==> config.mk <==
export PLATFORM = sky130hd
export DESIGN_NAME = riscv_lsu
export DESIGN_NICKNAME = d
export VERILOG_FILES = /design/src/rtl/riscv_lsu.sv
export SDC_FILE = /design/constraint.sdc
export NUM_CORES = 1
export LEC_CHECK = 0
export CORE_MARGIN = 3
export CORE_UTILIZATION = 25
export DETAILED_ROUTE_END_ITERATION = 8
export PLACE_DENSITY = 0.61
export SYNTH_ARGS = -nofsm -noshare
export SYNTH_HDL_FRONTEND = slang
export SYNTH_SLANG_ARGS = --single-unit
==> constraint.sdc <==
create_clock -name clk_i -period 2.3 [get_ports clk_i]
set_input_delay 0.69 -clock clk_i [delete_from_list [all_inputs] [get_ports clk_i]]
set_output_delay 0.69 -clock clk_i [all_outputs]
set_load 0.05 [all_outputs]
==> src/rtl/riscv_lsu.sv <==
// riscv_lsu: load-store unit between the core data port and a word-wide data
// memory. Stores are lane-aligned into a byte-enabled word write; loads are
// extracted from the returned word and sign/zero-extended. The core is held
// stalled until the memory handshake completes, misaligned accesses are
// flagged without being issued, and a stuck bus is aborted after a timeout.
module riscv_lsu #(
    parameter int unsigned TIMEOUT_CYCLES = 256
) (
    input  logic        clk_i,
    input  logic        rst_i,
    input  logic        core_req_i,
    input  logic        core_we_i,
    input  logic [2:0]  core_size_i,
    input  logic [31:0] core_addr_i,
    input  logic [31:0] core_wd_i,
    output logic [31:0] core_rd_o,
    output logic        core_stall_o,
    output logic        misaligned_o,
    output logic        bus_err_o,
    output logic        mem_req_o,
    output logic        mem_we_o,
    output logic [3:0]  mem_be_o,
    output logic [31:0] mem_addr_o,
    output logic [31:0] mem_wd_o,
    input  logic [31:0] mem_rd_i,
    input  logic        mem_ready_i
);

    typedef enum logic [1:0] {
        S_IDLE = 2'd0,
        S_BUSY = 2'd1,
        S_DONE = 2'd2
    } state_t;

    localparam logic [2:0] SZ_B  = 3'd0;
    localparam logic [2:0] SZ_H  = 3'd1;
    localparam logic [2:0] SZ_W  = 3'd2;
    localparam logic [2:0] SZ_BU = 3'd4;
    localparam logic [2:0] SZ_HU = 3'd5;

    // Counter only has to reach TIMEOUT_CYCLES-1 before the abort fires.
    localparam int unsigned    CNT_W    = (TIMEOUT_CYCLES > 1) ? $clog2(TIMEOUT_CYCLES) : 1;
    localparam logic [CNT_W-1:0] CNT_LAST = CNT_W'(TIMEOUT_CYCLES - 1);

    state_t            state_q, state_d;
    logic [CNT_W-1:0]  cnt_q;
    logic [2:0]        size_q;      // access size kept for load extension
    logic [1:0]        lane_q;      // byte offset kept for load lane select
    logic              is_half, is_word;
    logic              accept, finish_ok, abort, timeout_hit;
    logic [3:0]        be_lane;
    logic [31:0]       wd_lane;
    logic [7:0]        byte_sel;
    logic [15:0]       half_sel;
    logic [31:0]       load_data;

    // Alignment check on the live request; byte accesses can never be misaligned.
    always_comb begin
        is_half      = (core_size_i == SZ_H) || (core_size_i == SZ_HU);
        is_word      = (core_size_i == SZ_W);
        misaligned_o = core_req_i & ((is_half & core_addr_i[0]) |
                                     (is_word & (|core_addr_i[1:0])));
    end

    // Store lane placement: replicate data across lanes, enable only the target bytes.
    // NOTE: every always_comb output gets a default first so no path leaves it unassigned (no latch).
    always_comb begin
        be_lane = 4'b1111;
        wd_lane = core_wd_i;
        case (core_size_i)
            SZ_B, SZ_BU: begin
                be_lane = 4'b0001 << core_addr_i[1:0];
                wd_lane = {4{core_wd_i[7:0]}};
            end
            SZ_H, SZ_HU: begin
                be_lane = core_addr_i[1] ? 4'b1100 : 4'b0011;
                wd_lane = {2{core_wd_i[15:0]}};
            end
            default: begin
                be_lane = 4'b1111;
                wd_lane = core_wd_i;
            end
        endcase
        if (!core_we_i) begin
            be_lane = 4'b1111;
        end
    end

    // Load extraction from the returned word using the registered offset and size.
    always_comb begin
        byte_sel  = mem_rd_i[{lane_q, 3'b000} +: 8];
        half_sel  = lane_q[1] ? mem_rd_i[31:16] : mem_rd_i[15:0];
        load_data = mem_rd_i;
        case (size_q)
            SZ_B:    load_data = {{24{byte_sel[7]}}, byte_sel};
            SZ_BU:   load_data = {24'b0, byte_sel};
            SZ_H:    load_data = {{16{half_sel[15]}}, half_sel};
            SZ_HU:   load_data = {16'b0, half_sel};
            default: load_data = mem_rd_i;
        endcase
    end

    // Timeout fires only when enabled and the BUSY counter reaches its last value.
    always_comb begin
        timeout_hit = (TIMEOUT_CYCLES > 0) && (cnt_q == CNT_LAST);
    end

    // State register.
    // NOTE: sequential state uses non-blocking assignments so every flop samples pre-edge values.
    always_ff @(posedge clk_i or negedge rst_i) begin
        if (!rst_i) begin
            state_q <= S_IDLE;
        end else begin
            state_q <= state_d;
        end
    end

    // Next-state logic and transaction events; ready wins over a simultaneous timeout.
    always_comb begin
        state_d   = state_q;
        accept    = 1'b0;
        finish_ok = 1'b0;
        abort     = 1'b0;
        case (state_q)
            S_IDLE: begin
                if (core_req_i && !misaligned_o) begin
                    accept  = 1'b1;
                    state_d = S_BUSY;
                end
            end
            S_BUSY: begin
                if (mem_ready_i) begin
                    finish_ok = 1'b1;
                    state_d   = S_DONE;
                end else if (timeout_hit) begin
                    abort   = 1'b1;
                    state_d = S_DONE;
                end
            end
            S_DONE:  state_d = S_IDLE;
            default: state_d = S_IDLE;
        endcase
    end

    // Core is released only in DONE, or immediately for a rejected misaligned access.
    always_comb begin
        core_stall_o = core_req_i & ~misaligned_o & (state_q != S_DONE);
    end

    // Memory request fields, load result, error pulse and timeout counter.
    always_ff @(posedge clk_i or negedge rst_i) begin
        if (!rst_i) begin
            mem_req_o  <= 1'b0;
            mem_we_o   <= 1'b0;
            mem_be_o   <= 4'b0;
            mem_addr_o <= 32'b0;
            mem_wd_o   <= 32'b0;
            core_rd_o  <= 32'b0;
            bus_err_o  <= 1'b0;
            cnt_q      <= '0;
            size_q     <= 3'b0;
            lane_q     <= 2'b0;
        end else begin
            bus_err_o <= 1'b0;
            if (accept) begin
                mem_req_o  <= 1'b1;
                mem_we_o   <= core_we_i;
                mem_be_o   <= be_lane;
                mem_addr_o <= {core_addr_i[31:2], 2'b00};
                mem_wd_o   <= wd_lane;
                size_q     <= core_size_i;
                lane_q     <= core_addr_i[1:0];
                cnt_q      <= '0;
            end
            if (finish_ok) begin
                mem_req_o <= 1'b0;
                if (!mem_we_o) begin
                    core_rd_o <= load_data;
                end
            end else if (abort) begin
                mem_req_o <= 1'b0;
                bus_err_o <= 1'b1;
                core_rd_o <= 32'b0;
            end else if (state_q == S_BUSY) begin
                cnt_q <= cnt_q + CNT_W'(1);
            end
        end
    end

endmodule

---- Yosys cells after proc, flatten, opt, wreduce, memory -nomap -nowiden ----
Index checks and enable logic that the tools add are counted.
Widths: inputs -> output; s select.
operators by class
  add/sub/neg operators ................... 1
  equal/unequal tests ..................... 13
  shift operators ......................... 2
  mux-type cells .......................... 29
  bitwise gates (word level) .............. 7
  reductions and logical operators ........ 13
operators with widths
  operator             count
  $pmux 32 s4          1
  $mux 32              3
  $pmux 32 s2          1
  $mux 8               4
  $shiftx 32x6->8      1
  $mux 16              1
  $eq 3x3->1 const B   4
  $mux 1               12
  $add 8x1->8 const B  1
  $eq 8x8->1 const B   1
  $mux 4               2
  $pmux 4 s2           1
  $eq 3x1->1 const B   2
  $logic_not 3->1      2
  $mux 2               3
  $ne 2x2->1 const B   3
  $reduce_or 2->1      3
  $and 1x1->1          5
  $pmux 2 s2           1
  $reduce_and 2->1     2
  $shl 1x2->4 const A  1
  $eq 3x2->1 const B   1
  $ne 3x3->1 const B   1
  $reduce_bool 3->1    1
  other kinds (8)      8
storage, ports and cells
  bits in registers ....................... 116
  input port bits ......................... 104
  logic and storage cells ................. 76

---- Depth between registers and ports, before layout ----
Gate-level depths: netlist (run 1).
  word-level depth ........................ 13
  depth in mapped cells ................... 8
  depth with buffers taken out ............ 5

---- Worst setup path before layout (run 1) ----
OpenSTA, ideal clock, no wires.
  path kind ............................... input to output
  start ................................... input core_size_i[0]
  end ..................................... output core_stall_o
  arrival ................................. 2109 ps
  setup slack ............................. -499 ps
  stages on the path ...................... 5
  path buffers ............................ 1
  cell sequence ........................... buf_2 > and3b_1 > nor3_1 > nand2_1 > a21oi_1
on the way
  word-level cells in the longest chain between the ends .. 8
  elaborated cells on any way between the ends .. 11
RTL lines
  element                                   line  source
  from (decl)                               13    input logic [2:0] core_size_i,
  $eq 3x1->1 or $eq 3x3->1 (tied branches)  59    is_half = (core_size_i == SZ_H) || (core_size_i == SZ_HU);
  $logic_or 1x1->1                          59
  $and 1x1->1                               61    misaligned_o = core_req_i & ((is_half & core_addr_i[0]) |
  $or 1x1->1 *                              61
  $and 1x1->1 *                             61
  $not 1->1 *                               147   core_stall_o = core_req_i & ~misaligned_o & (state_q != S_DONE);
  $and 1x1->1 * (2 in a row)                147
  to (decl)                                 17    output logic core_stall_o,
Every way passes the cells marked *; elsewhere a longest branch is shown, timed or not.

---- Final worst setup path (run 1) ----
  start ................................... input core_size_i[0]
  end ..................................... output misaligned_o
on the way
  word-level cells in the longest chain between the ends .. 5
  elaborated cells on any way between the ends .. 8
RTL lines
  element                                   line  source
  $eq 3x1->1 or $eq 3x3->1 (tied branches)  59
  $logic_or 1x1->1                          59
  $and 1x1->1                               61
  $or 1x1->1 *                              61
  $and 1x1->1 *                             61
  to (decl)                                 18    output logic misaligned_o,
Marks and branches as above.

==> out/qor.yml, run 1 <==
r2r-start: "state_q[1]$_DFFE_PN0P_"
final-hold-violation-count: 0
grt_pass1_wl_um: 27150
cpPeakStageDelay_ns: 0.38
syn_area_um2: 5583
diodes: 0
crit_arrival_ns: 1.68
drv_cap: 0
grt_setup_unrepaired: "true"
wl_met2_um: 8271
antenna_found_initial: 1
htreeDepth: 4
synth_top_family_by_area: "multiplexers"
ys_types: 51
io_pins: 209
multi_input_area_um2: 2540
peakVddDrop_mv: 0.7867
gr-total-overflow: 0
place_congestion: 0.8063
maxSlewHeadroom: 0.6208
insertion_delay_ns: 0.40
async_flop_share: 1.000
slowest_stage: "nor4bb_4"
yosys_warnings: 0
setup_viol: 2
crit_path_frequent_cell: "buf_12"
cts_buffers: 17
ys_top_cells_by_count: "116 x dfrtp_1, 70 x nand2_1, 45 x mux2_4"
drt_iter0_drc: 179
yosys-top-cells-area: "dfrtp_1 52%, mux2_4 12%, mux2i_1 5.4%"
powerDensity_nw_per_um2: 1504
vias: 4659
cp.required_ns: 1.61
grt_pass1_vias: 4817
drt.antenna.violating_nets: 0
initial_utilization: 0.2550
synth.area.mux_share: 0.1849
drc: 0
crit_start: "core_size_i[0]"
startpoint_type: "input pin"
routed-wl-met3_um: 1815
wl_um: 18280
wl_met1_um: 7965
viasPerCell: 4.590
yosysMostFrequentCell: "dfrtp_1"
crit_fanout: 4
fillers: 2097
grt_usage: 0.1437
synth-edff-count: 0
tns_ns: -0.1404
firstDrtPassIters: 4
dp.cells: 978
core-area_um2: 21890
synth_simple_gate_area_frac: 0.1118
avgSynthCellArea_um2: 11.49
ys_seq_elements: 116
dp_slack_ns: -0.5779
endpoint_kind: "output pin"
die-area_um2: 24160
path_class: "input pin to output pin"
stdcell_count: 1015
fin_crit_ns: 2.372
routed.top_layer: "met5"
rows: 54
clock_path_buffers: 2
hold_path.class: "input pin to async pin"
layout_setup_ws_ns: -0.07234
slew_viol_final: 0
yosysTopAreaCell: "dfrtp_1"
yosys.area_share.xor_xnor: 0.003138
synth_top_flop_cell: "dfrtp_1"
yosysSeqAreaShare: 0.5199
cts.sinks: 116
root_buffer: "clkbuf_16"
cts.hold.buffers_added: 0
nets: 830
hpwlAfterDp_um: 12820
violations: "negative setup slack"
synth_top_area_frac: 0.5199
syn_inst: 486
status: "finished, violations left"
seq_area_um2: 2903
synth_compound_area_frac: 0.1385
wl_per_cell_um: 18.00
port-buffer-count: 206
die_h_um: 155.4
p_leak_uw: 0.004761
fmax_mhz: 421.5
drive_gt1_frac: 0.2150
tightest_slew_ns: 0.5679
synthToLayoutAreaGrowth_pct: 63.58
yosys.area_share.adder: 0.002241
fin_crit_sh: 1.031
worstPathCellList: "buf_12 > buf_6 > nor4bb_4 > nor3_4 > nor2b_4 > buf_12"
path_clk_slew_ns: 0.06
finClkSkew_ns: 0.008748
dieWidth_um: 155.4
grt_start_max_net_pins: 43
tritoncts: "yes"
==> per-layer routing <==
layer | vias to the layer above | track usage
li1 | 2225 | -
met4 | 2 | 0.03835
met1 | 2227 | 0.1895
met3 | 15 | 0.06592
met2 | 190 | 0.2138
met5 | - | 0
==> state kept, by name, indices dropped and copies added, names as in the netlist <==
signal      cells
mem_wd_o       32
core_rd_o      32
state_q         2
mem_we_o        1
size_q          3
mem_req_o       1
mem_addr_o     30
cnt_q           8
bus_err_o       1
mem_be_o        4
lane_q          2
==> power breakdown <==
group	switching [uW]	total (uW)	internal [uW]
clock network	897	2560	1660
registers	592	3550	2960
logic	4700	7620	2930
total	6190	13700	7550
==> layout by cell type (no fill, tap or decap), types with 16 or more instances in the layout <==
| cell | instances |
|---|---|
| a21oi_1 | 16 |
| a22oi_1 | 17 |
| buf_4 | 45 |
| clkbuf_16 | 23 |
| clkdlybuf4s50_1 | 115 |
| dfrtp_1 | 116 |
| dlymetal6s2s_1 | 55 |
| mux2_4 | 45 |
| mux2i_1 | 30 |
| nand2_1 | 69 |
| o21ai_0 | 17 |
| o21ai_1 | 25 |
==> through the flow <==
stage	hold slack [ns]	utilization	power [uW]	instance area [um2]
after global routing	0.1685	0.4172	14440	9133
final	0.1796	0.4172	13740	9133
after detailed placement	0.4688	0.3763	11160	8237
after floorplan	0.3944	-	8536	5652
after global placement	0.4589	0.3763	11100	8237
after CTS	0.1671	0.4028	13750	8817
==> timing repair <==
action	4_1_cts	5_1_grt
buffers inserted	2	1
gates resized for setup	33	68
gates cloned	0	6
setup endpoints to repair	68	76
pin swaps	5	4
==> worst max-delay path, delay by kind of cell <==
kind / cells / cell delay, ns
buf+inv: 3 / 0.36
simple gates: 3 / 0.63
==> area by class of cell <==
class,count,area share
inverters,4,0.001644
flip-flops and latches,116,0.3179
repair buffers,253,0.3015
well taps,280,0.03836
clock inverters,4,0.004932
multi-input cells,333,0.2781
clock buffers,25,0.05754
==> path summary, 6_finish.rpt <==
path / end / slack (ns) / depth (start not counted)
max: misaligned_o / -0.07 / 6
min: core_rd_o[2]$_DFFE_PN0P_ / 0.18 / 1
max reg2reg: mem_wd_o[4]$_DFFE_PN0P_ / 0.28 / 5
min reg2reg: mem_wd_o[30]$_DFFE_PN0P_ / 0.48 / 2
max in group asynchronous: core_rd_o[25]$_DFFE_PN0P_ / 1.59 / 2
min in group clk_i: mem_wd_o[30]$_DFFE_PN0P_ / 0.48 / 2
==> kinds of logic after synthesis <==
group                    Yosys count
multiplexers                      79
other                              1
buffers and inverters             38
flip-flops                       116
adder cells (fa/ha/maj)            1
XOR/XNOR                           2
AND/OR/NAND/NOR                  130
AO/OA/AOI/OAI                    119
Power figures use the tool's default switching activity.
==> run 2: changes to the inputs <==
--- a/config.mk
+++ b/config.mk
@@ -6,9 +6,9 @@
 export NUM_CORES = 1
 export LEC_CHECK = 0
 export CORE_MARGIN = 3
-export CORE_UTILIZATION = 25
+export CORE_UTILIZATION = 45
 export DETAILED_ROUTE_END_ITERATION = 8
-export PLACE_DENSITY = 0.61
+export PLACE_DENSITY = 0.92
 export SYNTH_ARGS = -nofsm -noshare
 export SYNTH_HDL_FRONTEND = slang
 export SYNTH_SLANG_ARGS = --single-unit
==> out/qor.yml, run 2 (same netlist as run 1, synthesis figures left out) <==
cts.sinks: 116
rows: 40
hold_path.class: "input pin to async pin"
antenna_found_initial: 0
final-hold-violation-count: 0
initial_utilization: 0.4629
root_buffer: "clkbuf_16"
setup_viol: 1
grt_start_max_net_pins: 59
reg2reg_slack_ns: 0.29
path_buf_inv: 2
fin_crit_sh: 1.004
tightest_slew_ns: 0.5861
path_class: "input pin to output pin"
diodes: 0
fin_crit_ns: 2.309
p_leak_uw: 0.004561
cts_buffers: 17
dp_slack_ns: -0.5056
maxSlewHeadroom: 0.6084
place_congestion: 0.8825
core-area_um2: 12060
io_pins: 209
htreeDepth: 4
die_h_um: 117.4
endpoint_kind: "output pin"
peakVddDrop_mv: 1.083
crit_family: "simple AND/OR/NAND/NOR gates"
drc: 0
wl_um: 16790
gr-total-overflow: 0
viasPerCell: 5.413
vias: 4834
nets: 817
slowest_stage: "and3b_2"
grt_usage: 0.2453
violations: "negative setup slack"
status: "finished, violations left"
cpPeakStageDelay_ns: 0.22
die-area_um2: 13780
cts.hold.buffers_added: 0
worstPathCellList: "buf_8 > and3b_2 > nor3_4 > nand2_2 > a21oi_4 > buf_12"
startpoint_type: "input pin"
grt_pass1_vias: 5147
fillers: 766
insertion_delay_ns: 0.41
crit_fanout: 5
grt_pass1_wl_um: 27080
crit_arrival_ns: 1.62
finClkSkew_ns: 0.01414
hpwlAfterDp_um: 12060
drt_iter0_drc: 419
wl_per_cell_um: 18.80
port-buffer-count: 206
dp.cells: 859
top_regs: "core_rd_o x32, mem_wd_o x32, mem_addr_o x30"
powerDensity_nw_per_um2: 1582
grt_setup_unrepaired: "true"
dieWidth_um: 117.4
slew_viol_final: 0
final_common_cell: "clkdlybuf4s50_1"
clock_path_buffers: 2
stdcell_count: 893
fmax_mhz: 433.2
mostFrequentLayoutCells: "131 x clkdlybuf4s50_1, 116 x dfrtp_1, 69 x nand2_1"
drv_cap: 0
firstDrtPassIters: 5
drt.antenna.violating_nets: 0
drive_gt1_frac: 0.1972
tritoncts: "yes"
cp.required_ns: 1.61
path_clk_slew_ns: 0.05
layout_setup_ws_ns: -0.008608
p_total_uw: 13940
synthToLayoutAreaGrowth_pct: 57.84
==> run 2: cell count changes in the layout (fill, tap and decap cells not counted), moves of 2 or more <==
| cell | previous run | this run |
|---|---|---|
| buf_6 | 6 | 1 |
| clkinv_4 | 0 | 2 |
| buf_16 | 2 | 0 |
| clkbuf_8 | 7 | 2 |
| dlygate4sd2_1 | 13 | 8 |
| dlymetal6s2s_1 | 55 | 49 |
| clkbuf_16 | 23 | 17 |
| clkdlybuf4s50_1 | 115 | 131 |
| bufinv_16 | 1 | 5 |
| buf_4 | 45 | 40 |
| clkinvlp_4 | 0 | 3 |
==> run 2: path summary, 6_finish.rpt <==
path	startpoint	endpoint	cells past startpoint
worst min-delay path	rst_i	core_rd_o[16]$_DFFE_PN0P_	2
max in group asynchronous	rst_i	mem_addr_o[8]$_DFFE_PN0P_	2
worst max-delay path	core_size_i[0]	core_stall_o	6
min in group clk_i	mem_wd_o[13]$_DFFE_PN0P_	mem_wd_o[13]$_DFFE_PN0P_	2
worst max register to register	state_q[0]$_DFFE_PN0P_	mem_addr_o[8]$_DFFE_PN0P_	4
worst min register to register	mem_wd_o[13]$_DFFE_PN0P_	mem_wd_o[13]$_DFFE_PN0P_	2
==> run 2: worst register-to-register path: cells and delay by family (launching register included) <==
family	cells	cell delay, ns
flops	1	0.45
buf+inv	1	0.22
simple gates	2	0.85
mux	1	0.36
==> run 2: final cells by class <==
cell class                      instances  area (um2)  share of cell area
Timing Repair Buffer                  240        2491              0.2827
Inverter                                4       15.01            0.001704
Clock buffer                           19       452.9             0.05140
Clock inverter                         13       205.2             0.02329
Sequential cell                       116        2903              0.3294
Multi-Input combinational cell        333        2535              0.2877
Tap cell                              168       210.2             0.02385
==> run 2: power breakdown <==
part / switching [uW] / leakage (uW) / internal (uW)
sequential: 676 / 0.00144 / 2960
combinational: 4580 / 0.00281 / 2790
clock: 965 / 0.000315 / 1980
total: 6220 / 0.00456 / 7720
==> run 2: routing by layer <==
metal  global-route usage  up-vias  share of wire
li1                     -     2198              -
met1               0.2889     2350           0.40
met2               0.4165      259           0.50
met3              0.08341       27          0.085
met4              0.09164        0          0.020
met5                    0        -              0
==> run 2: stage by stage <==
step / hold slack, ns / setup TNS (ns) / area (um2) / utilization
finish: 0.2776 / -0.008608 / 8812 / 0.7306
global route: 0.3015 / -0.05264 / 8812 / 0.7306
CTS: 0.2963 / -0.2943 / 8690 / 0.7204
detailed placement: 0.4729 / -37.35 / 8019 / 0.6648
global placement: 0.4631 / -32.96 / 8019 / 0.6648
floorplan: 0.3944 / -0.04329 / 5652 / -
==> run 2: what timing repair did <==
action,CTS,global route
hold endpoints to repair,0,0
setup buffers,2,1
gates resized for setup,24,63
pin swaps,4,5
setup endpoints to repair,52,84
